`src/rtl/uart_tx_8n1_if.sv`:
```
// uart_tx_8n1_if: word handshake between a byte producer and the UART transmitter.
//   tx_valid : producer -> transmitter, a word is present on tx_data
//   tx_data  : producer -> transmitter, 8-bit word, sampled only on the accept edge
//   tx_ready : transmitter -> producer, a word can be accepted this cycle
// master = producer side, slave = transmitter side.
interface uart_tx_8n1_if;
  logic       tx_valid;
  logic [7:0] tx_data;
  logic       tx_ready;

  modport master (
    output tx_valid,
    output tx_data,
    input  tx_ready
  );

  modport slave (
    input  tx_valid,
    input  tx_data,
    output tx_ready
  );
endinterface

```
`src/rtl/uart_tx_8n1.sv`:
```
// uart_tx_8n1: UART transmitter, 1 start bit, 8 data bits LSB-first,
// optional parity bit, 1 stop bit. Bit time is CLKS_PER_BIT clock cycles.
//   clk   : system clock, rising edge
//   rst   : synchronous reset, active-high
//   s_if  : slave side of the tx_valid/tx_data/tx_ready handshake
//   tx    : serial line, idle high, registered
//   busy  : a frame is in progress (state != IDLE)
module uart_tx_8n1 #(
  parameter int unsigned CLKS_PER_BIT = 16,
  parameter bit          PARITY_EN    = 1'b0,
  parameter bit          PARITY_ODD   = 1'b0
) (
  input  logic           clk,
  input  logic           rst,
  uart_tx_8n1_if.slave   s_if,
  output logic           tx,
  output logic           busy
);

  localparam int unsigned CW = (CLKS_PER_BIT > 1) ? $clog2(CLKS_PER_BIT) : 1;
  localparam logic [CW-1:0] LAST_CNT = CW'(CLKS_PER_BIT - 1);

  typedef enum logic [2:0] {
    IDLE,
    START,
    DATA,
    PARITY,
    STOP
  } state_t;

  state_t        r_state;
  logic [CW-1:0] r_cnt;
  logic [2:0]    r_bit_idx;
  logic [7:0]    r_shift;
  logic          r_parity;
  logic          r_tx;

  state_t        w_state_nxt;
  logic [CW-1:0] w_cnt_nxt;
  logic [2:0]    w_bit_idx_nxt;
  logic [7:0]    w_shift_nxt;
  logic          w_parity_nxt;
  logic          w_tx_nxt;
  logic          w_bit_end;
  logic          w_ready;
  logic          w_accept;

  always_ff @(posedge clk) begin
    if (rst) begin
      r_state   <= IDLE;
      r_cnt     <= '0;
      r_bit_idx <= '0;
      r_shift   <= '0;
      r_parity  <= 1'b0;
      r_tx      <= 1'b1;
    end else begin
      r_state   <= w_state_nxt;
      r_cnt     <= w_cnt_nxt;
      r_bit_idx <= w_bit_idx_nxt;
      r_shift   <= w_shift_nxt;
      r_parity  <= w_parity_nxt;
      r_tx      <= w_tx_nxt;
    end
  end

  always_comb begin
    w_bit_end = (r_cnt == LAST_CNT);
    // Ready also in the final STOP cycle so a following word starts with no idle gap.
    w_ready   = (r_state == IDLE) || ((r_state == STOP) && w_bit_end);
    w_accept  = s_if.tx_valid && w_ready;

    w_state_nxt   = r_state;
    w_cnt_nxt     = r_cnt + CW'(1);
    w_bit_idx_nxt = r_bit_idx;
    w_shift_nxt   = r_shift;
    w_parity_nxt  = r_parity;

    unique case (r_state)
      IDLE: begin
        w_cnt_nxt = '0;
        if (w_accept) begin
          w_state_nxt   = START;
          w_bit_idx_nxt = '0;
          w_shift_nxt   = s_if.tx_data;
          w_parity_nxt  = (^s_if.tx_data) ^ PARITY_ODD;
        end
      end
      START: begin
        if (w_bit_end) begin
          w_state_nxt   = DATA;
          w_cnt_nxt     = '0;
          w_bit_idx_nxt = '0;
        end
      end
      DATA: begin
        if (w_bit_end) begin
          w_cnt_nxt   = '0;
          w_shift_nxt = {1'b0, r_shift[7:1]};
          if (r_bit_idx == 3'd7) begin
            w_state_nxt = PARITY_EN ? PARITY : STOP;
          end else begin
            w_bit_idx_nxt = r_bit_idx + 3'd1;
          end
        end
      end
      PARITY: begin
        if (w_bit_end) begin
          w_state_nxt = STOP;
          w_cnt_nxt   = '0;
        end
      end
      STOP: begin
        if (w_bit_end) begin
          w_cnt_nxt = '0;
          if (w_accept) begin
            w_state_nxt   = START;
            w_bit_idx_nxt = '0;
            w_shift_nxt   = s_if.tx_data;
            w_parity_nxt  = (^s_if.tx_data) ^ PARITY_ODD;
          end else begin
            w_state_nxt = IDLE;
          end
        end
      end
      default: begin
        w_state_nxt = IDLE;
        w_cnt_nxt   = '0;
      end
    endcase

    // tx is registered: drive the level belonging to the state being entered,
    // so the line changes on the same edge as the state.
    w_tx_nxt = 1'b1;
    unique case (w_state_nxt)
      START:   w_tx_nxt = 1'b0;
      DATA:    w_tx_nxt = w_shift_nxt[0];
      PARITY:  w_tx_nxt = w_parity_nxt;
      default: w_tx_nxt = 1'b1;
    endcase
  end

  assign s_if.tx_ready = w_ready;
  assign tx            = r_tx;
  assign busy          = (r_state != IDLE);

endmodule

```
`src/flat_wrapper.sv`:
```
// flat-port wrapper written by rule: the top's interface ports become plain ports
module uart_tx_8n1_flat 
#(
  parameter int unsigned CLKS_PER_BIT = 16,
  parameter bit          PARITY_EN    = 1'b0,
  parameter bit          PARITY_ODD   = 1'b0
)
  (clk, rst, tx, busy, s_if_tx_valid, s_if_tx_data, s_if_tx_ready);
  uart_tx_8n1_if s_if_i ();
  input  logic clk;
  input  logic rst;
  output logic tx;
  output logic busy;
  input wire logic [$bits(s_if_i.tx_valid)-1:0] s_if_tx_valid;
  input wire logic [$bits(s_if_i.tx_data)-1:0] s_if_tx_data;
  output wire logic [$bits(s_if_i.tx_ready)-1:0] s_if_tx_ready;
  assign s_if_i.tx_valid = s_if_tx_valid;
  assign s_if_i.tx_data = s_if_tx_data;
  assign s_if_tx_ready = s_if_i.tx_ready;
  uart_tx_8n1 #(.CLKS_PER_BIT(CLKS_PER_BIT), .PARITY_EN(PARITY_EN), .PARITY_ODD(PARITY_ODD)) u_core (.clk(clk), .rst(rst), .s_if(s_if_i), .tx(tx), .busy(busy));
endmodule
```
`config.mk`:
```
export PLATFORM = sky130hd
export DESIGN_NAME = uart_tx_8n1_flat
export DESIGN_NICKNAME = d
export VERILOG_FILES = /design/src/rtl/uart_tx_8n1_if.sv /design/src/rtl/uart_tx_8n1.sv /design/src/flat_wrapper.sv
export SDC_FILE = /design/constraint.sdc
export NUM_CORES = 1
export LEC_CHECK = 0
export ABC_AREA = 1
export CORE_MARGIN = 1
export CORE_UTILIZATION = 59
export DETAILED_ROUTE_END_ITERATION = 6
export PLACE_DENSITY_LB_ADDON = 0.15
export SLEW_MARGIN = 20
export SYNTH_ARGS = -nofsm -noshare
export SYNTH_HDL_FRONTEND = slang
export SYNTH_SLANG_ARGS = --single-unit
export TNS_END_PERCENT = 50
```
`constraint.sdc`:
```
create_clock -name clk -period 3.1 [get_ports clk]
set_clock_uncertainty 0.15 [all_clocks]
set_input_delay 0.62 -clock clk [delete_from_list [all_inputs] [get_ports clk]]
set_output_delay 0.62 -clock clk [all_outputs]
set_load 0.1 [all_outputs]
```
* Word-level counts from Yosys, hierarchy flattened *
Cells that the tools add are included.

operators by class
  bitwise logic cells = 1
  add/subtract/negate cells = 2
  reduce and logical (&&, ||, !) cells = 12
  mux-type cells = 22
  eq/ne operators = 13

operators with widths
  kind                 count
  $mux 3               11
  $mux 8               3
  $pmux 8 s3           1
  $pmux 3 s5           1
  $eq 3x2->1 const B   4
  $pmux 3 s4           1
  $reduce_xor 8->1     1
  $eq 3x1->1 const B   2
  $eq 3x3->1 const B   2
  $ne 2x1->1 const B   3
  $reduce_bool 3->1    2
  $reduce_and 5->1     1
  $add 4x1->4 const B  1
  $eq 4x4->1 const B   1
  $reduce_bool 4->1    1
  $reduce_or 4->1      1
  $add 3x1->3 const B  1
  $logic_not 3->1      1
  $mux 1               3
  $pmux 1 s3           1
  $reduce_and 3->1     1
  $reduce_or 3->1      1
  $logic_and 1x1->1    2
  $ne 2x2->1 const B   1
  other kinds (3)      3

word-level totals
  input port bits = 11
  output and inout port bits = 3
  logic and storage cells = 57
  register bits = 20

* Depth between registers and ports, before layout *
  depth in word-level cells = 9
  depth in mapped cells = 10
  gate-level depth less buffers = 10

* Worst setup path before layout *
Ideal clock, no wire load.

  path kind = flip-flop to output port
  start point = register u_core.r_cnt[0]
  end point = output port s_if_tx_ready
  path buffers = 0
  slack = 0.781 ns
  required time = 2.330 ns
  stages on the path, launching flop included = 6
  arrival = 1.549 ns
  cells stage by stage = dfxtp_1 -> ha_1 -> nand3_4 -> nand2_2 -> nand2_2 -> inv_1

between the ends
  cells in the longest elaborated chain, start to end = 3

RTL lines
  item                    RTL line            RTL
  start, declared         uart_tx_8n1.sv:32   logic [CW-1:0] r_cnt;
  start signal, assigned  uart_tx_8n1.sv:58   r_cnt <= w_cnt_nxt;
  $eq 4x4->1              uart_tx_8n1.sv:67   w_bit_end = (r_cnt == LAST_CNT);
  $logic_and 1x1->1       uart_tx_8n1.sv:69   w_ready = (r_state == IDLE) || ((r_state == STOP) && w_bit_end);
  $logic_or 1x1->1        uart_tx_8n1.sv:69
  end, declared           flat_wrapper.sv:16  output wire logic [$bits(s_if_i.tx_ready)-1:0] s_if_tx_ready;

No other way between the ends.

* Final worst setup path *
Same ends and word-level chain as after synthesis.

==> summary.md <==
| Metric | Value |
|---|---|
| GRT Resource Usage Total | `0.239` |
| Port buffer count | `13` |
| Final Cell Area | `1410 µm²` |
| Leading area contributor after synthesis | `dfxtp_1` |
| Antenna Nets Post-Route | `0` |
| Hold-fix buffers, CTS | `0` |
| Grt ovf | `0` |
| # DRC | `0` |
| XOR/XNOR Fraction of Synth Area | `0.0142` |
| Worst-margin pin slew | `407 ps` |
| Kind of end point of the critical path | `output pin` |
| Startpoint types | `register` |
| Number of synthesized flops with an enable pin | `0` |
| Global-route wire length before repair | `3750 µm` |
| CTS tree | `done` |
| Worst relative slew slack | `0.728` |
| I/O pins | `14` |
| Vias per cell | `5.25` |
| Setup CP Type | `register to output pin` |
| Crit-path max FO | `10` |
| Mapped Area | `1230 µm²` |
| Final setup fails | `0` |
| Antenna fix cells | `0` |
| Largest net degree at the start of global routing | `12` |
| Fin util | `0.718` |
| Sinks on Clock Net | `20` |
| Status | `finished clean` |
| Crit path DAT | `1800 ps` |
| Syn Inst Count | `186` |
| Final HPWL DP | `1940 µm` |
| Syn nets | `200` |
| Die ar. | `2280 µm²` |
| Total of max-cap violations | `0` |
| DP Area | `1370 µm²` |
| Final Critical Period | `2570 ps` |
| Die height | `47.8 µm` |
| RSZ-0062 raised after global routing | `no` |
| Clock root cell | `clkbuf_4` |
| Leak pwr | `0.000699 µW` |
| H-tree depth | `1` |
| Pwr dens | `402 nW/µm²` |
| Post-CTS sizing | `0` |
| CP required | `2330 ps` |
| Peak supply drop | `0.000343 V` |
| Post-Synth Adder-Cell Area | `0.0304` |
| Seq cells post-synth | `20` |
| Most frequent cell after synthesis | `nand2_1` |
| FILL cells | `173` |
| Core area | `1960 µm²` |
| Gpl congestion | `0.797` |
| Top cells by area, synth | `dfxtp_1 (32%), nand2_1 (16%), inv_1 (8.8%)` |
| Vias post-DR | `1191` |
| Simple-gate portion of the synthesized area | `0.373` |
| Total CTS buffers | `3` |
| Initial Utilization | `0.629` |
| Worst Hold Class | `register to register` |
| Initial antenna violation count | `0` |
| Post-synthesis mux area share | `0` |
| Area Growth Syn to Fin | `14.1%` |
| Rows | `16` |
| Sequential area share after synthesis | `0.324` |
| Commonest cells in the netlist | `nand2_1 (53), inv_1 (29), dfxtp_1 (20)` |
| 1st-pass router iterations | `4` |
| Synth Area in Compound Gates | `0.146` |
| Tcrit/Tclk final | `0.830` |
| Final hold violations | `0` |
| Clock buffer depth | `2` |
| Share of cells above drive strength 1 | `0.110` |
| Top_reg_cell synth | `dfxtp_1` |
| Detailed router's first-iteration violation count | `33` |
| Clk Latency, worst-skew pair | `300 ps` |
| Number of distinct library cells after synthesis | `30` |
| Yosys top cell area share | `0.324` |
| Achievable frequency | `389 MHz` |
| # nets final | `215` |
| Ys Warns | `0` |
| Syn_area_per_cell | `6.64 µm²` |
| DR WL/cell | `10.9 µm` |
| Final setup TNS | `0 ps` |
| Routed WL | `2470 µm` |
| Vias in the first global route | `953` |
| Main combinational cell family by area after synthesis | `simple AND/OR/NAND/NOR gates` |
| Worst-path clk slew | `110 ps` |
| Async S/R FF share, synth | `0` |
| Die width | `47.8 µm` |
| Max Transition Viols Final | `0` |
| Post-CTS Setup Bufs | `0` |
-- critical path: stages, from the launching register on --
cell and delay (ps):
dfxtp_1 370, ha_1 240, nand3_4 160, nand2_2 100, nand2_2 100, inv_1 200
buf_4 330
-- flip-flops by register name, summed over array words and instances (netlist names) --
signal,count
u_core.r_bit_idx,3
u_core.r_state,3
u_core.r_shift,8
u_core.r_parity,1
u_core.r_cnt,4
u_core.tx,1
-- placed cells by master, fill, tap and decap left out --
cell type / instances
nand2_1: 53
inv_1: 29
dfxtp_1: 20
nor2_1: 17
a21oi_1: 12
nand3_1: 10
clkdlybuf4s50_1: 10
o211ai_1: 6
a21boi_0: 5
inv_2: 3
nand2_2: 3
nor3_1: 3
ha_1: 3
clkbuf_4: 3
buf_4: 3
nand3_4: 2
nand4_1: 2
o21ai_0: 2
or2_2: 2
nor2_4: 1
nor2_8: 1
o21ai_2: 1
nor2_2: 1
o21ai_1: 1
a31oi_1: 1
nand3_2: 1
and2_1: 1
xor2_1: 1
a211oi_1: 1
xnor2_1: 1
clkbuf_8: 1
-- layout make-up --
cell class / count / area (µm²) / area share
clock buffer: 4 / 36.3 / 0.0258
inverter: 32 / 120 / 0.0853
tap: 27 / 33.8 / 0.0240
multi-input combinational: 131 / 696 / 0.494
timing repair buffer: 13 / 123 / 0.0870
sequential: 20 / 400 / 0.284
-- kinds of logic after synthesis --
| kind of cell | count (synthesis) |
|---|---|
| simple gates | 97 |
| compound gates | 29 |
| flops | 20 |
| xor+xnor | 2 |
| buf+inv | 35 |
| fa+ha+maj | 3 |
-- final timing paths --
| kind | startpoint | to | slack [ps] | cells after the start |
|---|---|---|---|---|
| max | u_core.r_cnt[0] | s_if_tx_ready | 530 | 6 |
| min | u_core.r_shift[7] | u_core.r_shift[7] | 310 | 2 |
| max reg2reg | u_core.r_cnt[0] | u_core.r_bit_idx[2] | 1330 | 10 |
| min reg2reg | u_core.r_shift[7] | u_core.r_shift[7] | 310 | 2 |
-- where the power goes --
part / total, µW / internal (µW) / switching [µW]
registers: 285 / 274 / 10.8
logic: 131 / 46.5 / 84.5
clock network: 151 / 71.7 / 79.4
-- layer usage --
layer / up-vias / GRT usage / part of all wire
met5: - / 0 / 0
met4: 0 / 0.106 / 0.021
met3: 8 / 0.0491 / 0.044
met2: 40 / 0.403 / 0.47
met1: 521 / 0.292 / 0.46
li1: 622 / - / -
-- per-stage QoR --
stage / hold slack (ps) / total power, µW / cells / setup WS, ps
floorplan: 268 / 384 / 186 / 781
global placement: 281 / 416 / 223 / 889
detailed placement: 303 / 421 / 223 / 840
CTS: 319 / 568 / 227 / 537
global route: 329 / 600 / 227 / 404
finish: 313 / 567 / 227 / 527
(Power assumes the default switching activity.)
